`config.mk`:
```
export PLATFORM = sky130hd
export DESIGN_NAME = register_file
export DESIGN_NICKNAME = d
export VERILOG_FILES = /design/src/rtl/regfile_pkg.sv /design/src/rtl/regfile_scoreboard.sv /design/src/rtl/register_file.sv
export SDC_FILE = /design/constraint.sdc
export NUM_CORES = 1
export LEC_CHECK = 0
export CAP_MARGIN = 25
export CORE_ASPECT_RATIO = 0.5
export CORE_UTILIZATION = 45
export DETAILED_ROUTE_END_ITERATION = 10
export GPL_ROUTABILITY_DRIVEN = 0
export PLACE_DENSITY = 0.77
export SLEW_MARGIN = 30
export SYNTH_ARGS = -nofsm -noshare
export SYNTH_HDL_FRONTEND = slang
export SYNTH_HIERARCHICAL = 1
export SYNTH_SLANG_ARGS = --single-unit
```
`constraint.sdc`:
```
create_clock -name clock -period 2.3 [get_ports clock]
set_clock_uncertainty 0.05 [all_clocks]
set_input_delay 0.46 -clock clock [delete_from_list [all_inputs] [get_ports clock]]
set_output_delay 0.46 -clock clock [all_outputs]
set_load 0.005 [all_outputs]
```
`src/rtl/regfile_pkg.sv`:
```
// Shared types and helpers for the CPU register file and its scoreboard.
// The default word size tracks the core data-path width.
package regfile_pkg;

   typedef enum logic {
      IDLE  = 1'b0,
      CLEAR = 1'b1
   } rf_state_t;

   localparam int DEFAULT_WORD_SIZE = 8;

   function automatic logic idx_in_range(input int unsigned idx, input int unsigned num_regs);
      return idx < num_regs;
   endfunction

endpackage

```
`src/rtl/regfile_scoreboard.sv`:
```
// Pending-write scoreboard: one bit per register, set by decode reservations and
// cleared by writeback, with bypassed lookups for the two read ports.
module regfile_scoreboard
   import regfile_pkg::*;
#(
   parameter int NUM_REGS = 8,
   parameter int REG_BITS = $clog2(NUM_REGS)
) (
   input  logic                clock,
   input  logic                reset_n,
   input  logic                flush,
   input  logic                set_en,
   input  logic [REG_BITS-1:0] set_num,
   input  logic                clr_en,
   input  logic [REG_BITS-1:0] clr_num,
   input  logic                look_ok1,
   input  logic [REG_BITS-1:0] look_num1,
   input  logic                look_ok2,
   input  logic [REG_BITS-1:0] look_num2,
   output logic                look_pend1,
   output logic                look_pend2
);

   logic [NUM_REGS-1:0] pending;

   // Set is applied after clear so a same-cycle reserve beats the write.
   always_ff @(posedge clock) begin
      if (!reset_n) begin
         pending <= '0;
      end else if (flush) begin
         pending <= '0;
      end else begin
         if (clr_en) pending[clr_num] <= 1'b0;
         if (set_en) pending[set_num] <= 1'b1;
      end
   end

   assign look_pend1 = look_ok1 && pending[look_num1] && !(clr_en && clr_num == look_num1);
   assign look_pend2 = look_ok2 && pending[look_num2] && !(clr_en && clr_num == look_num2);

endmodule

```
`src/rtl/register_file.sv`:
```
// General-purpose register file: two registered read ports with write-through
// bypass, one write port, pending-write scoreboard and a sequential clear sweep.
//
//   state | meaning
//   IDLE  | normal operation: reads, writes, reservations, clear requests
//   CLEAR | zero regs[clr_idx] each cycle; all requests ignored
module register_file
   import regfile_pkg::*;
#(
   parameter int WORD_SIZE = DEFAULT_WORD_SIZE,
   parameter int NUM_REGS  = 8,
   parameter int REG_BITS  = $clog2(NUM_REGS),
   parameter bit ZERO_REG  = 1'b0
) (
   input  logic                 clock,
   input  logic                 reset_n,
   input  logic                 clear_req,
   output logic                 busy,
   input  logic                 rd_en,
   input  logic [REG_BITS-1:0]  rd_num1,
   input  logic [REG_BITS-1:0]  rd_num2,
   output logic [WORD_SIZE-1:0] rd_data1,
   output logic [WORD_SIZE-1:0] rd_data2,
   output logic                 rd_pending1,
   output logic                 rd_pending2,
   output logic                 rd_valid,
   input  logic                 wr_en,
   input  logic [REG_BITS-1:0]  wr_num,
   input  logic [WORD_SIZE-1:0] wr_data,
   input  logic                 resv_en,
   input  logic [REG_BITS-1:0]  resv_num
);

   localparam logic [REG_BITS-1:0] LAST_IDX = REG_BITS'(NUM_REGS - 1);

   function automatic logic usable(input logic [REG_BITS-1:0] n);
      return idx_in_range(32'(n), NUM_REGS) && !(ZERO_REG && n == '0);
   endfunction

   logic [WORD_SIZE-1:0] regs [NUM_REGS];
   rf_state_t            state_q, state_d;
   logic [REG_BITS-1:0]  clr_idx_q, clr_idx_d;

   logic idle, take_clear, accept;
   logic wr_ok, resv_ok, rd_ok, ok1, ok2;
   logic pend1, pend2;
   logic [WORD_SIZE-1:0] data1, data2;

   assign idle       = (state_q == IDLE);
   assign busy       = (state_q == CLEAR);
   assign take_clear = idle && clear_req;
   assign accept     = idle && !clear_req;
   assign wr_ok      = accept && wr_en && usable(wr_num);
   assign resv_ok    = accept && resv_en && usable(resv_num);
   assign rd_ok      = accept && rd_en;
   assign ok1        = usable(rd_num1);
   assign ok2        = usable(rd_num2);

   always_comb begin
      state_d   = state_q;
      clr_idx_d = clr_idx_q;
      case (state_q)
         IDLE: begin
            if (clear_req) begin
               state_d   = CLEAR;
               clr_idx_d = '0;
            end
         end
         CLEAR: begin
            if (clr_idx_q == LAST_IDX) begin
               state_d   = IDLE;
               clr_idx_d = '0;
            end else begin
               clr_idx_d = clr_idx_q + 1'b1;
            end
         end
         default: begin
            state_d   = CLEAR;
            clr_idx_d = '0;
         end
      endcase
   end

   always_ff @(posedge clock) begin
      if (!reset_n) begin
         state_q   <= CLEAR;
         clr_idx_q <= '0;
      end else begin
         state_q   <= state_d;
         clr_idx_q <= clr_idx_d;
      end
   end

   // Storage has no direct reset; the sweep that follows reset zeroes it.
   always_ff @(posedge clock) begin
      if (reset_n) begin
         if (busy)       regs[clr_idx_q] <= '0;
         else if (wr_ok) regs[wr_num]    <= wr_data;
      end
   end

   always_comb begin
      data1 = '0;
      data2 = '0;
      if (ok1) data1 = (wr_ok && wr_num == rd_num1) ? wr_data : regs[rd_num1];
      if (ok2) data2 = (wr_ok && wr_num == rd_num2) ? wr_data : regs[rd_num2];
   end

   regfile_scoreboard #(
      .NUM_REGS (NUM_REGS),
      .REG_BITS (REG_BITS)
   ) u_scoreboard (
      .clock      (clock),
      .reset_n    (reset_n),
      .flush      (take_clear),
      .set_en     (resv_ok),
      .set_num    (resv_num),
      .clr_en     (wr_ok),
      .clr_num    (wr_num),
      .look_ok1   (ok1),
      .look_num1  (rd_num1),
      .look_ok2   (ok2),
      .look_num2  (rd_num2),
      .look_pend1 (pend1),
      .look_pend2 (pend2)
   );

   always_ff @(posedge clock) begin
      if (!reset_n) begin
         rd_data1    <= '0;
         rd_data2    <= '0;
         rd_pending1 <= 1'b0;
         rd_pending2 <= 1'b0;
         rd_valid    <= 1'b0;
      end else begin
         rd_valid <= rd_ok;
         if (rd_ok) begin
            rd_data1    <= data1;
            rd_data2    <= data2;
            rd_pending1 <= pend1;
            rd_pending2 <= pend2;
         end
      end
   end

endmodule

```
==> results of run 1 <==
cell usage after synthesis, types with 8 or more instances:
cell	n	area share [%]
sky130_fd_sc_hd__edfxtp_1	64	39
sky130_fd_sc_hd__dfxtp_1	31	13
sky130_fd_sc_hd__nand2_1	30	2.3
sky130_fd_sc_hd__mux2i_1	25	5.1
sky130_fd_sc_hd__mux4_2	24	11
sky130_fd_sc_hd__nor2_1	23	1.7
sky130_fd_sc_hd__o21ai_0	21	2.1
sky130_fd_sc_hd__a21oi_1	19	1.9
sky130_fd_sc_hd__o211ai_1	11	1.7
sky130_fd_sc_hd__mux2_2	10	2.3
sky130_fd_sc_hd__inv_1	9	0.68
sky130_fd_sc_hd__nand3_1	9	0.91
sky130_fd_sc_hd__nand4_1	9	1.1
sky130_fd_sc_hd__xnor2_1	9	1.6
sky130_fd_sc_hd__a22oi_1	8	1.2
sky130_fd_sc_hd__buf_2	8	0.81
sky130_fd_sc_hd__nand2b_1	8	1.0
sky130_fd_sc_hd__nor2b_1	8	1.0
sky130_fd_sc_hd__xor2_1	8	1.4
layout make-up:
class / count / area, um2
sequential: 95 / 2540
clock inverter: 7 / 66.3
multi-input combinational: 269 / 2230
clock buffer: 9 / 225
tap: 140 / 175
timing repair buffer: 95 / 846
fill: 807 / 4320
inverter: 9 / 33.8
how the worst min path moves through the flow:
stage	start	endpoint	slack (ps)	cells past startpoint
2_1_floorplan	u_scoreboard/pending[0]	u_scoreboard/pending[0]	400	2
3_3_place_gp	rd_pending2	rd_pending2	400	2
3_5_place_dp	rd_data2[7]	rd_data2[7]	400	2
4_1_cts	rd_data2[7]	rd_data2[7]	410	2
5_1_grt	rd_pending1	rd_pending1	430	2
6_report	rd_data2[7]	rd_data2[7]	410	2
stage by stage:
step	util [%]	instance area, um2	power [mW]	hold WS, ps	cells
detailed placement	55.8	5830	2.33	398	608
finish	58.6	6120	3.75	413	624
CTS	58.6	6120	3.76	407	624
global route	58.6	6120	3.86	432	624
global placement	55.8	5830	2.32	398	608
floorplan	-	4950	2.15	402	397
worst max-delay path: stages:
cell and delay, ps:
sky130_fd_sc_hd__clkdlybuf4s50_1 510, sky130_fd_sc_hd__and4bb_1 270, sky130_fd_sc_hd__buf_4 180, sky130_fd_sc_hd__nor3b_1 230
sky130_fd_sc_hd__a31oi_1 90, sky130_fd_sc_hd__nor2_1 170, sky130_fd_sc_hd__buf_4 180
power groups by stage:
stage	registers [mW]	logic, mW	clock network (mW)
after floorplan	1.89	0.261	0
after global placement	1.90	0.415	0
after detailed placement	1.91	0.424	0
after CTS	1.87	0.426	1.46
after global routing	1.87	0.459	1.53
final	1.87	0.430	1.45
routing by layer:
layer / track usage (%) / part of all wire [%] / routed length, um
met1: 31.6 / 44 / 5390
met2: 34.0 / 46 / 5660
met4: 9.39 / 2.7 / 325
met3: 5.03 / 6.8 / 825
met5: 0 / 0 / 0
sequential cells by signal (all words and copies together), names as in the netlist:
| register | count |
|---|---|
| rd_data1 | 8 |
| rd_valid | 1 |
| regs | 64 |
| rd_pending2 | 1 |
| clr_idx_q | 3 |
| u_scoreboard/pending | 8 |
| rd_data2 | 8 |
| busy | 1 |
| rd_pending1 | 1 |
cell families after synthesis:
group	count (synthesis)
AO/OA/AOI/OAI	76
multiplexers	59
adder cells (fa/ha/maj)	2
XOR/XNOR	17
buffers and inverters	33
other	1
flip-flops	95
AND/OR/NAND/NOR	113
==> results.yml, run 1 <==
setup_path:
  critical_path.startpoint_type: "input pin"
  worst_setup_path_startpoint: "clear_req"
  critical_path.endpoint_type: "register"
  r2r-start: "busy"
  worst_setup_path_endpoint: "regs[3][2]"
  ff2ff_setup_slack_ps: 450
  crit-reg2reg-capture: "regs[3][2]"
  ff2ff_path_depth: 6
  timing.critical_path.required_ps: 2320
  cp.arrival_ps: 2100
  worst-setup-path-type: "in -> reg"
  path_max_fanout: 9
synth:
  postSynth.topFlopCell: "sky130_fd_sc_hd__edfxtp_1"
  synth-compound-area-share_pct: 10.7
  synth_xor_area_share_pct: 3.01
  synthesis.instances: 396
  synth_top_family_by_area: "multiplexers"
  netlist-cell-type-count: 50
  proportion_of_synthesized_chip_area_in_sequential_cells_pct: 51.4
  muxShareOfSynthArea_pct: 18.2
  ys_ff_latch: 95
  mappedNetlistArea_um2: 4950
  synth_edf_count: 64
  async_set_reset_flop_share_out_of_synthesis_pct: 0
  yosys_warnings: 6
  synth-adder-area-share_pct: 0.505
  syn-mean-instance-area_um2: 12.5
  synthSimpleGateAreaFrac_pct: 12.4
die:
  floorplan.io_pins: 46
  die_height_um: 76.2
  core_region_area_um2: 10400
  rows: 26
  fp.dieArea_um2: 11500
  die-width_um: 150
  floorplan.initialDensity_pct: 47.4
power:
  vdd.ir_drop.worst_uv: 350
  netSwitchingFraction_pct: 24.8
  power.share.combinational_pct: 11.5
  cellLeakagePower_nw: 2.13
  cellInternalPower_mw: 2.82
  power.clock.fraction_pct: 38.6
  fraction_of_power_consumed_by_sequential_logic_pct: 49.9
  netSwitchingPower_mw: 0.930
  powerDensity_nw_per_um2: 612
clock_network:
  cts_inserted_buffers: 9
  cts_repair_resize_count: 0
  cts_root_buffer: "sky130_fd_sc_hd__clkbuf_16"
  post_cts_setup_buffers: 0
  cts_tree: "done"
  clock_tree.buffer_depth: 2
  postCtsHoldBufs: 0
  clock_sinks: 95
  clkTransAtPathRegs_ps: 70
  clkLatencyLatePin_ps: 350
  cts.htree.levels: 3
routing:
  final_antenna_net_count: 0
  vias: 3700
  drt_first_iter_violations: 322
  drt-pass1-iter-count: 5
  drt_wl_total_mm: 12.2
  remaining_design_rule_violation_count: 0
  routedWlPerCell_um: 19.6
  viasPerCell: 5.93
sta:
  clock.fmax_mhz: 480
  fin_ws_ps: 217
  setup_viol_count_final: 0
  final_min_period_over_clock_period_pct: 90.6
  timing.final.max_slew_violations: 0
  rsz0062_at_grt: "no"
  finalHoldViolations: 0
  sum_neg_setup_slack_ps: 0
  period_minus_ws_final_ps: 2080
cells_and_area:
  fraction_of_final_layout_cells_sized_beyond_drive_strength_1_pct: 23.3
  area_growth_synth_to_finish_pct: 23.6
  design.final.nets: 507
  antenna-diode-count: 0
  layout_commonest_cell: "sky130_fd_sc_hd__edfxtp_1"
  most-common-layout-cells: "64 x sky130_fd_sc_hd__edfxtp_1, 48 x sky130_fd_sc_hd__buf_4, 44 x sky130_fd_sc_hd__clkdlybuf4s50_1, 31 x sky130_fd_sc_hd__dfxtp_1, 30 x sky130_fd_sc_hd__nand2_1"
place:
  place_worst_setup_slack_ps: -127
  port_buffers: 45
  hpwlAfterDp_mm: 9.14
outcome:
  run_status: "complete, no violations"
global_route:
  grt_overflow: 0
  grt_max_degree: 23
  antenna_violations_before_repair: 0
  first_pass_grt_wire_length_mm: 19.2
  via_count_of_the_first_global_routing_pass: 3575
  grt_util_all_layers_pct: 22.6
run:
  max_cap_violations: 0
worst_hold_path:
  hp-class: "reg -> reg"
(Power assumes the default switching activity.)
==> run 2, diff against run 1 <==
--- a/config.mk
+++ b/config.mk
@@ -8,10 +8,10 @@
 export CAP_MARGIN = 25
 export CORE_ASPECT_RATIO = 0.5
 export CORE_UTILIZATION = 45
+export CTS_BUF_LIST = sky130_fd_sc_hd__clkbuf_8
 export DETAILED_ROUTE_END_ITERATION = 10
 export GPL_ROUTABILITY_DRIVEN = 0
 export PLACE_DENSITY = 0.77
-export SLEW_MARGIN = 30
 export SYNTH_ARGS = -nofsm -noshare
 export SYNTH_HDL_FRONTEND = slang
 export SYNTH_HIERARCHICAL = 1
==> constraint.sdc (replaced) <==
create_clock -name clock -period 2.7 [get_ports clock]
set_clock_uncertainty 0.05 [all_clocks]
set_input_delay 0.54 -clock clock [delete_from_list [all_inputs] [get_ports clock]]
set_output_delay 0.54 -clock clock [all_outputs]
set_load 0.005 [all_outputs]
==> run 2 against run 1 <==
- combinational power decreased by 19%
- non-clock buffer count is 18 lower
- sequential share of layout area up 1.6 points
- final cell count shrank 2.9%
==> results.yml, run 2 (same netlist as run 1, synthesis figures left out) <==
outcome:
  run_status: "complete, no violations"
sta:
  relSlewSlack_pct: 61.3
  period_minus_ws_final_ps: 2190
  finalHoldViolations: 0
  fin_hold_ws_ps: 415
  final_min_period_over_clock_period_pct: 81.1
  rsz0062_at_grt: "no"
  setup_viol_count_final: 0
  timing.final.max_slew_violations: 0
  sum_neg_setup_slack_ps: 0
  tightest_pin_transition_ps: 578
  clock.fmax_mhz: 457
worst_hold_path:
  hold_depth: 2
  hold_path.startpoint: "rd_pending2"
  hold_path_end: "rd_pending2"
  hp-class: "reg -> reg"
cells_and_area:
  final.fill_count: 807
  multiInputGateArea_um2: 2230
  layout_commonest_cell: "sky130_fd_sc_hd__edfxtp_1"
  final-seq-area_um2: 2540
  fraction_of_final_layout_cells_sized_beyond_drive_strength_1_pct: 20.0
  most-common-layout-cells: "64 x sky130_fd_sc_hd__edfxtp_1, 44 x sky130_fd_sc_hd__clkdlybuf4s50_1, 31 x sky130_fd_sc_hd__dfxtp_1, 30 x sky130_fd_sc_hd__nand2_1, 30 x sky130_fd_sc_hd__buf_4"
  design.final.nets: 489
  largest_register_ff_count: 64
  instances_no_fill: 606
  largest-register: "regs"
  antenna-diode-count: 0
  area_growth_synth_to_finish_pct: 19.0
run:
  max_cap_violations: 0
die:
  die_height_um: 76.2
  fp.dieArea_um2: 11500
  core_region_area_um2: 10400
  die-width_um: 150
  floorplan.io_pins: 46
  rows: 26
  floorplan.initialDensity_pct: 47.4
setup_path:
  r2r-start: "busy"
  ff2ff_path_depth: 6
  critical_path.endpoint_type: "register"
  cp.arrival_ps: 2410
  crit-reg2reg-capture: "rd_data1[0]"
  timing.critical_path.required_ps: 2920
  worst-setup-path-type: "in -> reg"
  path_max_fanout: 8
  ff2ff_setup_slack_ps: 650
  critical_path.startpoint_type: "input pin"
global_route:
  grt_util_all_layers_pct: 21.5
  grt_overflow: 0
  grt_max_degree: 24
  first_pass_grt_wire_length_mm: 18.3
  antenna_violations_before_repair: 0
  via_count_of_the_first_global_routing_pass: 3425
clock_network:
  cts.htree.levels: 3
  post_cts_setup_buffers: 0
  postCtsHoldBufs: 0
  cts_inserted_buffers: 9
  cts_repair_resize_count: 0
  clkLatencyLatePin_ps: 360
  clkTransAtPathRegs_ps: 100
  clock_sinks: 95
  clock_tree.buffer_depth: 2
  cts_root_buffer: "sky130_fd_sc_hd__clkbuf_8"
  cts_tree: "done"
routing:
  routedWlPerCell_um: 19.4
  final_antenna_net_count: 0
  routed-wl-met3_um: 821
  drt-pass1-iter-count: 5
  drt_first_iter_violations: 291
  viasPerCell: 5.87
  top_signal_layer_used: "met4"
  m1WireLength_mm: 5.34
  vias: 3555
  remaining_design_rule_violation_count: 0
  met2_wirelength_mm: 5.42
  drt_wl_total_mm: 11.8
place:
  port_buffers: 45
  hpwlAfterDp_mm: 8.68
  cells_after_dpl: 590
power:
  vdd.ir_drop.worst_uv: 261
  powerDensity_nw_per_um2: 489
  cellLeakagePower_nw: 2.00
[run 2: report_power, final]
group / switching (mW) / internal (mW)
registers: 0.0234 / 1.57
logic: 0.175 / 0.172
clock network: 0.510 / 0.433
[run 2: per-stage QoR]
step	area, um2	util, %	power [mW]	setup slack (ps)
floorplan	4950	-	1.83	561
global placement	5690	54.5	1.96	119
detailed placement	5690	54.5	1.97	134
CTS	5890	56.4	2.88	534
global route	5890	56.4	2.97	421
finish	5890	56.4	2.88	511
[run 2: critical path, cell delays in order]
cell	delay (ps)
sky130_fd_sc_hd__clkdlybuf4s50_1	550
sky130_fd_sc_hd__and4bb_1	300
sky130_fd_sc_hd__buf_4	170
sky130_fd_sc_hd__nor4_2	320
sky130_fd_sc_hd__o211ai_1	260
sky130_fd_sc_hd__a21oi_1	220
sky130_fd_sc_hd__nor2_1	50
[run 2: cell type report]
type / count / share of cell area (%)
clock buffer: 9 / 2.10
inverter: 9 / 0.573
timing repair buffer: 77 / 12.1
sequential: 95 / 43.2
multi-input combinational: 269 / 37.9
clock inverter: 7 / 1.25
tap: 140 / 2.97
[run 2: worst max-delay path by stage]
stage | start | to | depth (start not counted)
after floorplan | clear_req | regs[2][0] | 5
after global placement | wr_en | rd_data1[6] | 7
after detailed placement | wr_en | rd_data1[6] | 7
after CTS | wr_en | rd_data1[6] | 7
after global routing | rd_num1[0] | rd_data1[4] | 7
final | wr_en | rd_data1[0] | 7
[run 2: metal layers]
metal / GRT usage, % / up-vias
met1: 30.2 / 1759
met3: 4.67 / 17
li1: - / 1644
met5: 0 / -
met2: 32.9 / 135
met4: 7.27 / 0
